**src/rtl/hsi_sched_pkg.sv**
```systemverilog
// hsi_sched_pkg: source indices, scheduler states and helpers shared by the HSI tx scheduler
package hsi_sched_pkg;
  localparam int N_SRC = 4;
  localparam logic [1:0] SRC_BTC = 2'd0;
  localparam logic [1:0] SRC_CCW = 2'd1;
  localparam logic [1:0] SRC_SR = 2'd2;
  localparam logic [1:0] SRC_TM = 2'd3;
  typedef enum logic [2:0] {IDLE, START, SEND, WAIT_RESP, GAP} state_t;
  function automatic logic [N_SRC-1:0] src_onehot(input logic [1:0] i);
    return {{(N_SRC-1){1'b0}}, 1'b1} << i;
  endfunction
endpackage

```
**src/rtl/hsi_tx_sched_if.sv**
```systemverilog
// hsi_tx_sched_if: requester handshake and frame-link signals of the tx scheduler
interface hsi_tx_sched_if;
  import hsi_sched_pkg::*;
  logic [N_SRC-1:0] req, grant, ack, repeat_req, fail;
  logic tx_start, tx_done, rx_ok, rx_err;
  logic [1:0] tx_sel;
  modport master (input req, tx_done, rx_ok, rx_err, output grant, ack, repeat_req, fail, tx_start, tx_sel);
  modport slave (output req, tx_done, rx_ok, rx_err, input grant, ack, repeat_req, fail, tx_start, tx_sel);
endinterface

```
**src/rtl/hsi_prio_enc.sv**
```systemverilog
// hsi_prio_enc: fixed-priority encoder, lowest index wins
module hsi_prio_enc
  import hsi_sched_pkg::*;
(
  input  logic [N_SRC-1:0] v,
  output logic [N_SRC-1:0] onehot,
  output logic [1:0]       idx
);
  always_comb begin
    idx = v[0] ? SRC_BTC : v[1] ? SRC_CCW : v[2] ? SRC_SR : SRC_TM;
    onehot = (v != '0) ? src_onehot(idx) : '0;
  end
endmodule

```
**src/rtl/hsi_tx_sched.sv**
```systemverilog
// hsi_tx_sched: shares the HSI command frame slot between BTC/CCW/SR/TM with timeout and retry
module hsi_tx_sched
  import hsi_sched_pkg::*;
#(
  parameter int BTC_PERIOD = 48000,
  parameter int RESP_TIMEOUT = 480,
  parameter int MAX_RETRY = 3,
  parameter int GAP_CYCLES = 16
) (
  input  logic           clk,
  input  logic           rst,
  input  logic           en,
  input  logic           btc_en,
  hsi_tx_sched_if.master bus,
  output logic           btc_overrun,
  output logic           busy
);
  localparam int TW = $clog2(RESP_TIMEOUT);
  localparam int RW = $clog2(MAX_RETRY + 1);
  localparam int BW = $clog2(BTC_PERIOD);
  localparam int GW = $clog2(GAP_CYCLES + 1);
  state_t state, state_n;
  logic [1:0] sel, sel_n, win_idx;
  logic [N_SRC-1:0] grant, grant_n, ack, ack_n, rep, rep_n, fl, fail_n, pend, win_oh;
  logic start, start_n, redo, redo_n, btc_pend, btc_pend_n, ovr, ovr_n, btc_clr;
  logic [TW-1:0] timer, timer_n;
  logic [RW-1:0] retry, retry_n;
  logic [GW-1:0] gap, gap_n;
  logic [BW-1:0] btc_cnt, btc_cnt_n;
  logic timeout, can_retry, gap_end, tc, btc_busy, unused_req0;
  assign unused_req0 = bus.req[0];
  assign pend = {bus.req[3:1], btc_pend};
  assign timeout = timer == TW'(RESP_TIMEOUT - 1);
  assign can_retry = retry < RW'(MAX_RETRY);
  assign gap_end = gap == GW'(GAP_CYCLES - 1);
  assign tc = btc_en && btc_cnt == BW'(BTC_PERIOD - 1);
  assign btc_busy = state != IDLE && sel == SRC_BTC;
  assign busy = state != IDLE;
  assign bus.grant = grant;
  assign bus.ack = ack;
  assign bus.repeat_req = rep;
  assign bus.fail = fl;
  assign bus.tx_start = start;
  assign bus.tx_sel = sel;
  assign btc_overrun = ovr;
  hsi_prio_enc u_enc (.v(pend), .onehot(win_oh), .idx(win_idx));
  always_comb begin
    state_n = state;
    sel_n = sel;
    grant_n = grant;
    timer_n = timer;
    retry_n = retry;
    gap_n = gap;
    redo_n = redo;
    ack_n = '0;
    rep_n = '0;
    fail_n = '0;
    start_n = 1'b0;
    btc_clr = 1'b0;
    case (state)
      IDLE: if (en && pend != '0) begin
        state_n = START;
        sel_n = win_idx;
        grant_n = win_oh;
      end
      START: begin
        start_n = 1'b1;
        state_n = SEND;
      end
      // BTC is a broadcast: it completes on tx_done without a response phase
      SEND: if (bus.tx_done) begin
        state_n = sel == SRC_BTC ? GAP : WAIT_RESP;
        ack_n = sel == SRC_BTC ? grant : '0;
        btc_clr = sel == SRC_BTC;
        timer_n = '0;
      end
      WAIT_RESP: if (bus.rx_ok) begin
        state_n = GAP;
        ack_n = grant;
        retry_n = '0;
      end else if (bus.rx_err || timeout) begin
        state_n = GAP;
        redo_n = can_retry;
        rep_n = can_retry ? grant : '0;
        fail_n = can_retry ? '0 : grant;
        retry_n = can_retry ? retry + 1'b1 : '0;
      end else timer_n = timer + 1'b1;
      // a scheduled retransmission skips arbitration and en/req checks
      GAP: begin
        gap_n = gap_end ? '0 : gap + 1'b1;
        state_n = !gap_end ? GAP : redo ? START : IDLE;
        grant_n = gap_end && redo ? src_onehot(sel) : '0;
        redo_n = redo && !gap_end;
      end
      default: state_n = IDLE;
    endcase
    btc_cnt_n = (!btc_en || tc) ? '0 : btc_cnt + 1'b1;
    btc_pend_n = tc ? 1'b1 : (btc_clr || (!btc_en && !btc_busy)) ? 1'b0 : btc_pend;
    ovr_n = tc && btc_pend;
  end
  always_ff @(posedge clk) begin
    if (rst) begin
      state <= IDLE;
      sel <= '0;
      grant <= '0;
      ack <= '0;
      rep <= '0;
      fl <= '0;
      start <= 1'b0;
      timer <= '0;
      retry <= '0;
      gap <= '0;
      redo <= 1'b0;
      btc_cnt <= '0;
      btc_pend <= 1'b0;
      ovr <= 1'b0;
    end else begin
      state <= state_n;
      sel <= sel_n;
      grant <= grant_n;
      ack <= ack_n;
      rep <= rep_n;
      fl <= fail_n;
      start <= start_n;
      timer <= timer_n;
      retry <= retry_n;
      gap <= gap_n;
      redo <= redo_n;
      btc_cnt <= btc_cnt_n;
      btc_pend <= btc_pend_n;
      ovr <= ovr_n;
    end
  end
endmodule

```
**src/flat_wrapper.sv**
```systemverilog
// flat-port wrapper written by rule: the top's interface ports become plain ports
module hsi_tx_sched_flat import hsi_sched_pkg::*;
#(
  parameter int BTC_PERIOD = 48000,
  parameter int RESP_TIMEOUT = 480,
  parameter int MAX_RETRY = 3,
  parameter int GAP_CYCLES = 16
)
  (clk, rst, en, btc_en, btc_overrun, busy, bus_req, bus_tx_done, bus_rx_ok, bus_rx_err, bus_grant, bus_ack, bus_repeat_req, bus_fail, bus_tx_start, bus_tx_sel);
  hsi_tx_sched_if bus_i ();
  input  logic clk;
  input  logic rst;
  input  logic en;
  input  logic btc_en;
  output logic btc_overrun;
  output logic busy;
  input wire logic [$bits(bus_i.req)-1:0] bus_req;
  input wire logic [$bits(bus_i.tx_done)-1:0] bus_tx_done;
  input wire logic [$bits(bus_i.rx_ok)-1:0] bus_rx_ok;
  input wire logic [$bits(bus_i.rx_err)-1:0] bus_rx_err;
  output wire logic [$bits(bus_i.grant)-1:0] bus_grant;
  output wire logic [$bits(bus_i.ack)-1:0] bus_ack;
  output wire logic [$bits(bus_i.repeat_req)-1:0] bus_repeat_req;
  output wire logic [$bits(bus_i.fail)-1:0] bus_fail;
  output wire logic [$bits(bus_i.tx_start)-1:0] bus_tx_start;
  output wire logic [$bits(bus_i.tx_sel)-1:0] bus_tx_sel;
  assign bus_i.req = bus_req;
  assign bus_i.tx_done = bus_tx_done;
  assign bus_i.rx_ok = bus_rx_ok;
  assign bus_i.rx_err = bus_rx_err;
  assign bus_grant = bus_i.grant;
  assign bus_ack = bus_i.ack;
  assign bus_repeat_req = bus_i.repeat_req;
  assign bus_fail = bus_i.fail;
  assign bus_tx_start = bus_i.tx_start;
  assign bus_tx_sel = bus_i.tx_sel;
  hsi_tx_sched #(.BTC_PERIOD(BTC_PERIOD), .RESP_TIMEOUT(RESP_TIMEOUT), .MAX_RETRY(MAX_RETRY), .GAP_CYCLES(GAP_CYCLES)) u_core (.clk(clk), .rst(rst), .en(en), .btc_en(btc_en), .bus(bus_i), .btc_overrun(btc_overrun), .busy(busy));
endmodule
```
**config.mk**
```make
export PLATFORM = sky130hd
export DESIGN_NAME = hsi_tx_sched_flat
export DESIGN_NICKNAME = d
export VERILOG_FILES = /design/src/rtl/hsi_sched_pkg.sv /design/src/rtl/hsi_tx_sched_if.sv /design/src/rtl/hsi_prio_enc.sv /design/src/rtl/hsi_tx_sched.sv /design/src/flat_wrapper.sv
export SDC_FILE = /design/constraint.sdc
export NUM_CORES = 1
export LEC_CHECK = 0
export CAP_MARGIN = 15
export CORE_MARGIN = 2
export CORE_UTILIZATION = 55
export DETAILED_ROUTE_END_ITERATION = 16
export PLACE_DENSITY = 0.8
export SLEW_MARGIN = 25
export SYNTH_ARGS = -nofsm -noshare
export SYNTH_HDL_FRONTEND = slang
export SYNTH_SLANG_ARGS = --single-unit
```
**constraint.sdc**
```tcl
create_clock -name clk -period 2.2 [get_ports clk]
set_input_delay 0.22 -clock clk [delete_from_list [all_inputs] [get_ports clk]]
set_output_delay 0.22 -clock clk [all_outputs]
set_load 0.01 [all_outputs]
```
==> results of run 1 <==
## through the flow
stage          utilization (%)  setup slack [ns]  area [µm²]  power [mW]  hold WS [ns]
3_3_place_gp             65.99            0.2020        2933       1.326        0.4579
3_5_place_dp             65.99            0.1477        2933       1.327        0.4638
4_1_cts                  70.13            0.1589        3117       2.250        0.4766
2_1_floorplan                -            0.3567        2587       1.238        0.3812
5_1_grt                  70.13           0.05420        3117       2.324        0.5047
6_report                 70.13            0.1572        3117       2.228        0.4752
## flip-flops by register name, indices dropped and copies added (netlist names)
register and count:
u_core.retry 2, u_core.btc_overrun 1, u_core.bus.tx_start 1, u_core.bus.fail 4, u_core.bus.repeat_req 4, u_core.btc_cnt 16
u_core.redo 1, u_core.bus.ack 4, u_core.btc_pend 1, u_core.bus.grant 4, u_core.state 3, u_core.timer 9
u_core.bus.tx_sel 2, u_core.gap 5
## layout by cell type, fill, tap and decap left out, types with 2 or more instances in the layout
cell type,instances
nand3_1,12
xnor2_1,12
clkinvlp_4,2
o41ai_1,2
nor3b_1,2
mux2i_1,2
nand2_1,15
a31o_2,3
a211oi_1,2
clkinv_2,3
a221oi_1,2
and2_1,11
a22o_1,3
o22a_1,4
ha_1,4
or2_2,2
a41oi_1,2
a311oi_1,2
dfxtp_1,57
clkbuf_8,9
inv_1,17
nor4_1,5
and3_1,4
and3b_1,2
nand4_1,9
a21oi_1,12
o21ai_0,7
clkdlybuf4s50_1,30
xor2_1,5
nor2_1,34
nor2b_1,3
nor3_1,13
buf_4,7
## power groups by stage
stage               Sequential (mW)  Clock, mW  Combinational [mW]
global route                   1.10      0.990               0.238
detailed placement             1.11          0               0.214
CTS                            1.09      0.943               0.217
global placement               1.11          0               0.213
floorplan                      1.10          0               0.139
finish                         1.09      0.919               0.218
## logic make-up (layout without fill, tap and decap cells)
family | Yosys count | after routing | share of synthesized area, %
compound gates | 52 | 52 | 14.89
flops | 57 | 57 | 44.10
simple gates | 126 | 126 | 27.27
buf+inv | 29 | 69 | 5.271
mux | 2 | 2 | 0.7737
fa+ha+maj | 4 | 4 | 1.934
xor+xnor | 17 | 17 | 5.754
## worst max-delay path, cell delays in order (launching register included)
cell and delay, ns:
dfxtp_1 0.55, inv_1 0.19, nand3_1 0.19, clkdlybuf4s50_1 0.56
## area by class of cell
class	count	area, µm²
Clock buffer	9	123.9
Clock inverter	6	60.06
Fill cell	371	1328
Inverter	17	63.81
Multi-Input combinational cell	201	1310
Sequential cell	57	1141
Tap cell	52	65.06
Timing Repair Buffer	37	352.8
## per-layer routing
layer / track usage, % / up-vias / routed length [µm]
met3: 8.149 / 12 / 271
met5: 0 / - / 0
met4: 11.52 / 0 / 107
met2: 35.76 / 61 / 2546
li1: - / 1103 / -
met1: 27.80 / 1000 / 2509
## final timing paths
check | startpoint | end | cells past startpoint | slack (ns)
worst max-delay path | u_core.state[1]$_SDFFE_PP0P_ | busy | 3 | 0.16
worst min-delay path | u_core.retry[1]$_SDFFE_PP0P_ | u_core.retry[1]$_SDFFE_PP0P_ | 2 | 0.48
worst max register to register | u_core.timer[0]$_SDFFE_PP0P_ | u_core.timer[8]$_SDFFE_PP0P_ | 5 | 0.23
worst min register to register | u_core.retry[1]$_SDFFE_PP0P_ | u_core.retry[1]$_SDFFE_PP0P_ | 2 | 0.48
==> results.md, run 1 <==
* Run status: completed
* Area growth syn-to-layout at 20.45%
* Switch share at 24.99%
* TritonCTS clock tree: yes
* Post-route fraction of the period consumed by the critical path at slightly above 90%
* Time the worst path needs with I/O delays and setup at roughly 2.0 ns
* Cell area after synthesis at around 0.0026 mm²
* Portion of total power attributed to sequential cells at between 40% and 50%
* Lkg Pwr at 1.107 nW
* Startpoint types: flip-flop
* Critical path data required time at between 1.5 and 2 ns
* Total inserted antenna cells at 0
* Via density per instance at 5.741
* Category of the worst setup path capture point: primary output
* Placer Congestion at ~0.82
* Area share of the leading cell type in the synthesized netlist at roughly 44%
* Setup clock skew after layout at just over 0.008 ns
* Sequential share of the synthesized area at about 44%
* Detailed Route WL at roughly 5400 µm
* Effective utilization at floorplan at 58.22%
* Cell count after placement at between 300 and 400
* Wire length of the first global-routing pass at 9225 µm
* Max Transition Viols Final at 0
* # IOs at 32
* First-pass DRT Iterations at 4
* Vias post-DR at around 2200
* Post-synthesis net count at 302
* Top cells by area, synth: dfxtp_1, nor2_1, xnor2_1
* Height of the die at about 73 µm
* YS warnings at 0
* Type of the most critical hold path: reg -> reg
* Routed WL per cell at around 14 µm
* Synth Instances at 287
* # Post-CTS Setup Buffers at 0
* TNS Setup at 0 ns
* Transition time of the tightest slew-check pin at between 0.6 and 0.7 ns
* Number of rows created at floorplan at 24
* Core footprint at about 0.0044 mm²
* Worst rel slew slack at about three fifths
* Cell with the most instances after synthesis: dfxtp_1
* Number of synthesized register bits at 57
* Crit path arrival time at 1.82 ns
* Initial antenna violation count at 0
* Number of endpoints failing setup at the final stage at 0
* Largest net degree at the start of global routing at 20
* Portion of total power attributed to the clock network at about two fifths
* Clock slew seen by the registers of the worst setup and hold paths at roughly 0.060 ns
* CTS H-Tree Depth at 3
* Sw Pwr at about 0.56 mW
* Number of global-route vias before repair at 2049
* Max Fclk at about 490 MHz
* Drc violations at 0
* Non-filler instance count after layout at 379
* Deepest clock path buffer count at 2
* Primary FF master, synth: dfxtp_1
* Synth cell count leaders: dfxtp_1, nor2_1, inv_1
* Count of routing violations after the opening detailed-route iteration at about 130
* Share of post-route cells with drive strength above 1 at between 10% and 20%
* Total GRT Usage at between 20% and 30%
* Combinational cell fraction of total power at around a tenth
* Mean instance size in the synthesized netlist at between 9 and 10 µm²
* Die Outline Area at 0.005269 mm²
* Largest driver fanout on the critical path at 10
* Post-cts sizing count at 0
* Number of clock buffers inserted by TritonCTS at 9
* Count of antenna-violating nets left after detailed routing at 0
* IR drop worst, VDD at ~550 µV
* Number of endpoints with negative hold slack in the final report at 0
* Number of distinct library cells after synthesis at 60
* Final net count at between 300 and 400
* Port buffer count at 30
* Total half-perimeter wirelength after legalization and detailed placement at between 3000 and 4000 µm
* Unrepaired setup endpoints after global routing: false
* Count of max-cap constraint violations at 0
* Fraction of registers with async set/reset at 0%
* Largest area contributor in the netlist: dfxtp_1
* Post-CTS Hold Buffers at 0
* Clk sink count at 57
* Clock root cell: clkbuf_8
* Number of enable flip-flop cells after synthesis at 0
* Die width at around 73 µm
* GRT Residual Overflow at 0
* Category of the critical setup timing path: reg -> out
* Latest clock arrival within the worst-skew pair at ~0.34 ns
* Power density over the cells at just over 700 mW/mm²
* P_int at 1.671 mW
No activity file was read; power rests on OpenSTA's default activity.
==> inputs of run 2 (changes only) <==
Settings changed: ABC_CLOCK_PERIOD_IN_PS set to 2200.
==> results of run 2 <==
Same layout as run 1: the final DEF is identical, and so are final timing and power.
==> inputs of run 3 (changes only) <==
Settings changed: CAP_MARGIN 15 to not set.
==> results of run 3 <==
Same layout as run 1: the final DEF is identical, and so are final timing and power.
==> RTL edit 1, RTL diff (flow settings as in run 1) <==
Register the output `btc_overrun` once more, cleared by the reset; this adds one clock of latency there. The other outputs are not delayed to match.
--- a/src/rtl/hsi_tx_sched.sv
+++ b/src/rtl/hsi_tx_sched.sv
@@ -44,3 +44,9 @@
   assign bus.tx_sel = sel;
-  assign btc_overrun = ovr;
+  always_ff @(posedge clk) begin
+    if (rst) begin
+      btc_overrun <= '0;
+    end else begin
+      btc_overrun <= ovr;
+    end
+  end
   hsi_prio_enc u_enc (.v(pend), .onehot(win_oh), .idx(win_idx));
Function: same outputs for any inputs over 10 cycles, from zero or initial values and one cycle with rst high; that may be too few to reach the edited logic, so the function may still have changed.
==> RTL edit 1 against run 1 <==
- fmax is 0.66% higher
- sequential cell count is 1 higher
- count of clock-buffer cells in the layout is 3 higher
- critical path depth is 1 lower
- register-to-register slack better by 110 ps
- routed wire length is 0.68% lower
- hold slack worse by 37 ps
- largest cell class unchanged
- sequential share of layout area is 0.22 points lower
- total power is 1.2% higher
- setup slack better by 13 ps
- synthesized cell count is 1.4% higher
- area after synthesis is 2.4% higher
- design area is 2.4% higher
==> RTL edit 1: results (changes against run 1) <==
Status
  • Status: completed

Setup path
  • Data arrival, critical path: 1810 ps
  • Delay-heaviest family, CP: simple AND/OR/NAND/NOR gates
  • CP Launch Point: u_core.state[1]
  • Crit Path Max Fanout: 9 (-1)
  • Crit path max-delay cell type: or3_1
  • Crit-path max cell delay: 540 ps (-20 ps)
  • R2r startpoint: u_core.timer[0]
  • R2R Setup Slk: 340 ps (+110 ps)

Clock tree
  • Clk root buf: clkbuf_8
  • PostCTS Resize Cnt: 0 (unchanged)
  • Num CTS Buffers: 9 (unchanged)
  • H-tree levels: 3 (unchanged)
  • Hold_buf cts: 0 (unchanged)
  • Post-CTS repair timing setup buffer count: 0 (unchanged)
  • CTS max path bufs: 2 (unchanged)
  • Worst-Skew Late Latency: about 330 ps
  • CTS clock-pin slew for the worst setup and hold paths: 60 ps (about the same)

Synth
  • Yosys warning count: 0 (unchanged)
  • Ys async rst share: 0% (unchanged)
  • Ranking of synthesized cells by area: dfxtp_1 (44%), nor2_1 (4.1%), a21oi_1 (3.0%), nand2_1 (3.0%), xnor2_1 (3.0%)
  • Syn nets: 306 (+1.3%)
  • Seq/Total Area, Yosys: 43.8% (-0.29 points)
  • Main flop type after synthesis: dfxtp_1
  • Most instantiated cells after synthesis: dfxtp_1 (58), nor2_1 (29), nand2_1 (21)
  • Cell variety after synth: 57 (-5.0%)
  • Mapped Cells: 291 (+1.4%)

Placement
  • DP HPWL: 3820 um (+0.72%)
  • Placer Congestion: 0.828 (+1.4%)
  • Buffers added on ports: 30 (unchanged)
  • Placed cell areas: 0.00301 mm^2 (+2.5%)
  • Placed cells: 372 (+2.2%)

Global routing
  • First-pass GRT wire length: 9110 um (-1.3%)
  • Gr usage total: 22.1% (-0.72 points)
  • Initial antenna violation count: 0 (unchanged)
  • Largest net degree at the start of global routing: 22 (+10%)
  • Vias in the first global route: 2037 (-0.59%)

Hold path
  • Worst hold path class: flip-flop to flip-flop
  • Worst Hold Launch: u_core.ovr

Layout
  • Largest registers: u_core.btc_cnt x16, u_core.timer x9, u_core.gap x5
  • Share of cells above drive strength 1: 10.8% (-0.20 points)
  • N_diodes: 0 (unchanged)
  • Post-layout nets: 344 (+1.8%)

Route
  • DRT iter0 DRCs: 126 (-2.3%)
  • Drt total wl: 5400 um (-0.68%)
  • Vias post-DR: 2240 (+2.9%)
  • Pre-antenna DRT Iters: 4 (unchanged)
  • DR WL/cell: 13.9 um (-2.7%)

Timing
  • Relative slew slack: 62.1% (+3.0 points)
  • Hold Fails Final Rpt: 0 (unchanged)
  • Hold slack: 439 ps (-36.7 ps)
  • Layout Skew: 4.97 ps (-3.26 ps)

Power and ir drop
  • Max VDD drop: 0.390 mV (-29%)
  • Leakage power: 1.10 nW (-0.76%)
  • Switch share: 23.7% (-1.3 points)
-- RTL edit 1: power groups by stage --
stage / logic [mW] / registers, mW / clock network [mW]
after global routing: 0.241 / 1.11 / 0.993
after CTS: 0.220 / 1.10 / 0.948
final: 0.220 / 1.10 / 0.932
after detailed placement: 0.218 / 1.12 / 0
after floorplan: 0.141 / 1.12 / 0
after global placement: 0.216 / 1.12 / 0
-- RTL edit 1: metal layers --
layer  GRT usage, %  up-vias  wire, um
met2           35.8       61      2590
li1               -     1142         -
met4           8.89        0        48
met3           7.82        4       280
met5              0        -         0
met1           26.9     1033      2480
-- RTL edit 1: path summary, 6_finish.rpt --
kind	end	depth (start not counted)
worst max-delay path	busy	2
worst min register to register	u_core.btc_overrun	1
worst max register to register	u_core.bus.fail[2]	6
worst min-delay path	u_core.btc_overrun	1
-- RTL edit 1: layout make-up --
cell class	count	area, um^2
fill	382	1500
timing repair buffer	40	375
clock buffer	12	145
clock inverter	3	40.0
tap	54	67.6
sequential	58	1160
multi-input combinational	205	1350
inverter	15	56.3
-- RTL edit 1: kinds of logic (layout without fill, tap and decap cells) --
family / after synthesis / in the layout / synth area share (%)
adder cells (fa/ha/maj): 4 / 4 / 1.89
multiplexers: 4 / 4 / 1.61
AO/OA/AOI/OAI: 55 / 55 / 15.4
flip-flops: 58 / 58 / 43.8
XOR/XNOR: 14 / 14 / 4.63
buffers and inverters: 28 / 70 / 5.43
AND/OR/NAND/NOR: 128 / 128 / 27.2
-- RTL edit 1: worst reg2reg max path, stage by stage, from the launching register on --
cell and delay [ps]:
dfxtp_1 380, ha_1 230, and4_1 320, a21oi_1 130
nand2b_1 250, buf_4 200, nor4b_1 240
-- RTL edit 1: metrics by stage --
step | utilization [%] | setup WS (ps)
CTS | 68.0 | 164
global route | 68.0 | 105
finish | 68.0 | 171
global placement | 64.1 | 206
floorplan | - | 422
detailed placement | 64.1 | 189
==> RTL edit 2, RTL diff (config.mk and constraints of run 1) <==
Without the edit above. `MAX_RETRY` is set to 3 in 2 places; all go to 6.
--- a/src/rtl/hsi_tx_sched.sv
+++ b/src/rtl/hsi_tx_sched.sv
@@ -6,3 +6,3 @@
   parameter int RESP_TIMEOUT = 480,
-  parameter int MAX_RETRY = 3,
+  parameter int MAX_RETRY = 6,
   parameter int GAP_CYCLES = 16
--- a/src/flat_wrapper.sv
+++ b/src/flat_wrapper.sv
@@ -5,3 +5,3 @@
   parameter int RESP_TIMEOUT = 480,
-  parameter int MAX_RETRY = 3,
+  parameter int MAX_RETRY = 6,
   parameter int GAP_CYCLES = 16
Function: no difference found for any inputs over 10 cycles, from zero or initial values and one cycle with rst high; that may be too few to reach the edited logic, so the function may still have changed.
==> RTL edit 2 against run 1 <==
- area after synthesis grew 0.34%
- design area grew 3.5%
- synthesized cell count shrank 0.70%
- non-clock buffer count grew 2
- sequential cell count grew 1
- clock skew shrank 1.9 ps
- total power grew 19%
- setup slack gained 110 ps
- global-route usage shrank 0.14 points
- routed wire length grew 0.90%
==> RTL edit 2: results (changes against run 1) <==
Route
  • DRT iter0 DRCs: 196 (+52%)
  • Vias per std cell: 5.91 (+2.9%)
  • Drt total wl: 5480 um (+0.90%)
  • Pre-antenna DRT Iters: 4 (unchanged)

Setup path
  • Crit Path Max Fanout: 12 (+2)
  • Data arrival, critical path: 1720 ps (-100 ps)
  • Crit-path max cell delay: 500 ps (-60 ps)

Synth
  • Main flop type after synthesis: dfxtp_1
  • Most instantiated cells after synthesis: dfxtp_1 (58), nor2_1 (31), nand2_1 (19)
  • Syn nets: 300 (-0.66%)
  • Seq/Total Area, Yosys: 44.7% (+0.62 points)
  • Cell variety after synth: 57 (-5.0%)

Placement
  • DP HPWL: 3840 um (+1.3%)
  • DP Worst Slack: 296 ps (+148 ps)

Layout
  • Share of cells above drive strength 1: 11.9% (+0.92 points)
  • Fillers: 317 (-15%)

Status
  • Status: completed

Timing
  • Layout Skew: 6.35 ps (-1.88 ps)

Global routing
  • Gr usage total: 22.7% (-0.14 points)
  • Vias in the first global route: 1961 (-4.3%)
  • First-pass GRT wire length: 9200 um (-0.23%)

Clock tree
  • H-tree levels: 3 (unchanged)
  • Worst-Skew Late Latency: 340 ps (about the same)

Power and ir drop
  • Switch share: 22.1% (-2.8 points)
  • Max VDD drop: 0.503 mV (-9.0%)
  • Leakage power: 1.17 nW (+6.1%)

Hold path
  • Min-Delay Path Depth: 1 (-1)
## RTL edit 2: cell count changes after synthesis, moves of 3 or more
cell	delta
and2_1	+3
and4_1	+3
inv_1	-8
nand2_1	+4
nand2b_1	+3
nand4_1	-3
nor2_1	-3
nor4_1	+7
o21ai_0	-4
xnor2_1	-5
xor2_1	+4
## RTL edit 2: power by group through the flow
stage	clock network, mW	logic, mW	registers (mW)
final	1.27	0.267	1.11
after detailed placement	0	0.261	1.14
after global routing	1.32	0.296	1.12
after floorplan	0	0.159	1.13
after global placement	0	0.258	1.14
after CTS	1.28	0.263	1.11
## RTL edit 2: area by class of cell
cell class	instances	area, um^2	area share, %
inverters	9	33.8	1.05
well taps	52	65.1	2.02
clock inverters	6	130	4.04
clock buffers	9	124	3.84
flip-flops and latches	58	1160	36.0
repair buffers	39	368	11.4
multi-input cells	206	1340	41.6
## RTL edit 2: per-stage QoR
stage               power (mW)  cell area [um^2]  util [%]  cells
floorplan                 1.29              2600         -    285
global placement          1.39              2970      66.7    364
detailed placement        1.40              2970      66.7    364
CTS                       2.66              3220      72.4    379
global route              2.74              3220      72.6    379
finish                    2.65              3220      72.6    379
## RTL edit 2: layer usage
layer	vias up	wire, um	track usage (%)
met5	-	0	0
met4	0	136	12.3
met3	13	330	4.83
met2	72	2350	32.2
met1	1037	2670	32.2
li1	1117	-	-
## RTL edit 2: worst reg2reg max path, stage by stage (launching register included)
cell and delay (ps):
dfxtp_1 370, ha_1 230, nand4_1 190, o211ai_1 440, nor3b_2 240, buf_4 170
a22o_1 140
## RTL edit 2: path summary, 6_finish.rpt
check	startpoint	endpoint	slack [ps]
max	u_core.state[0]	busy	260
min	u_core.btc_cnt[0]	u_core.btc_cnt[0]	470
max reg2reg	u_core.timer[0]	u_core.timer[1]	370
min reg2reg	u_core.btc_cnt[0]	u_core.btc_cnt[0]	470
## RTL edit 2: timing repair
action	CTS	global route
gates resized for setup	0	1
setup endpoints to repair	0	1
hold buffers	0	0
## RTL edit 2: cell families after synthesis
group	synth area share, %
mux	0.386
simple gates	30.1
flops	44.7
fa+ha+maj	1.93
buf+inv	3.76
xor+xnor	5.40
compound gates	13.7
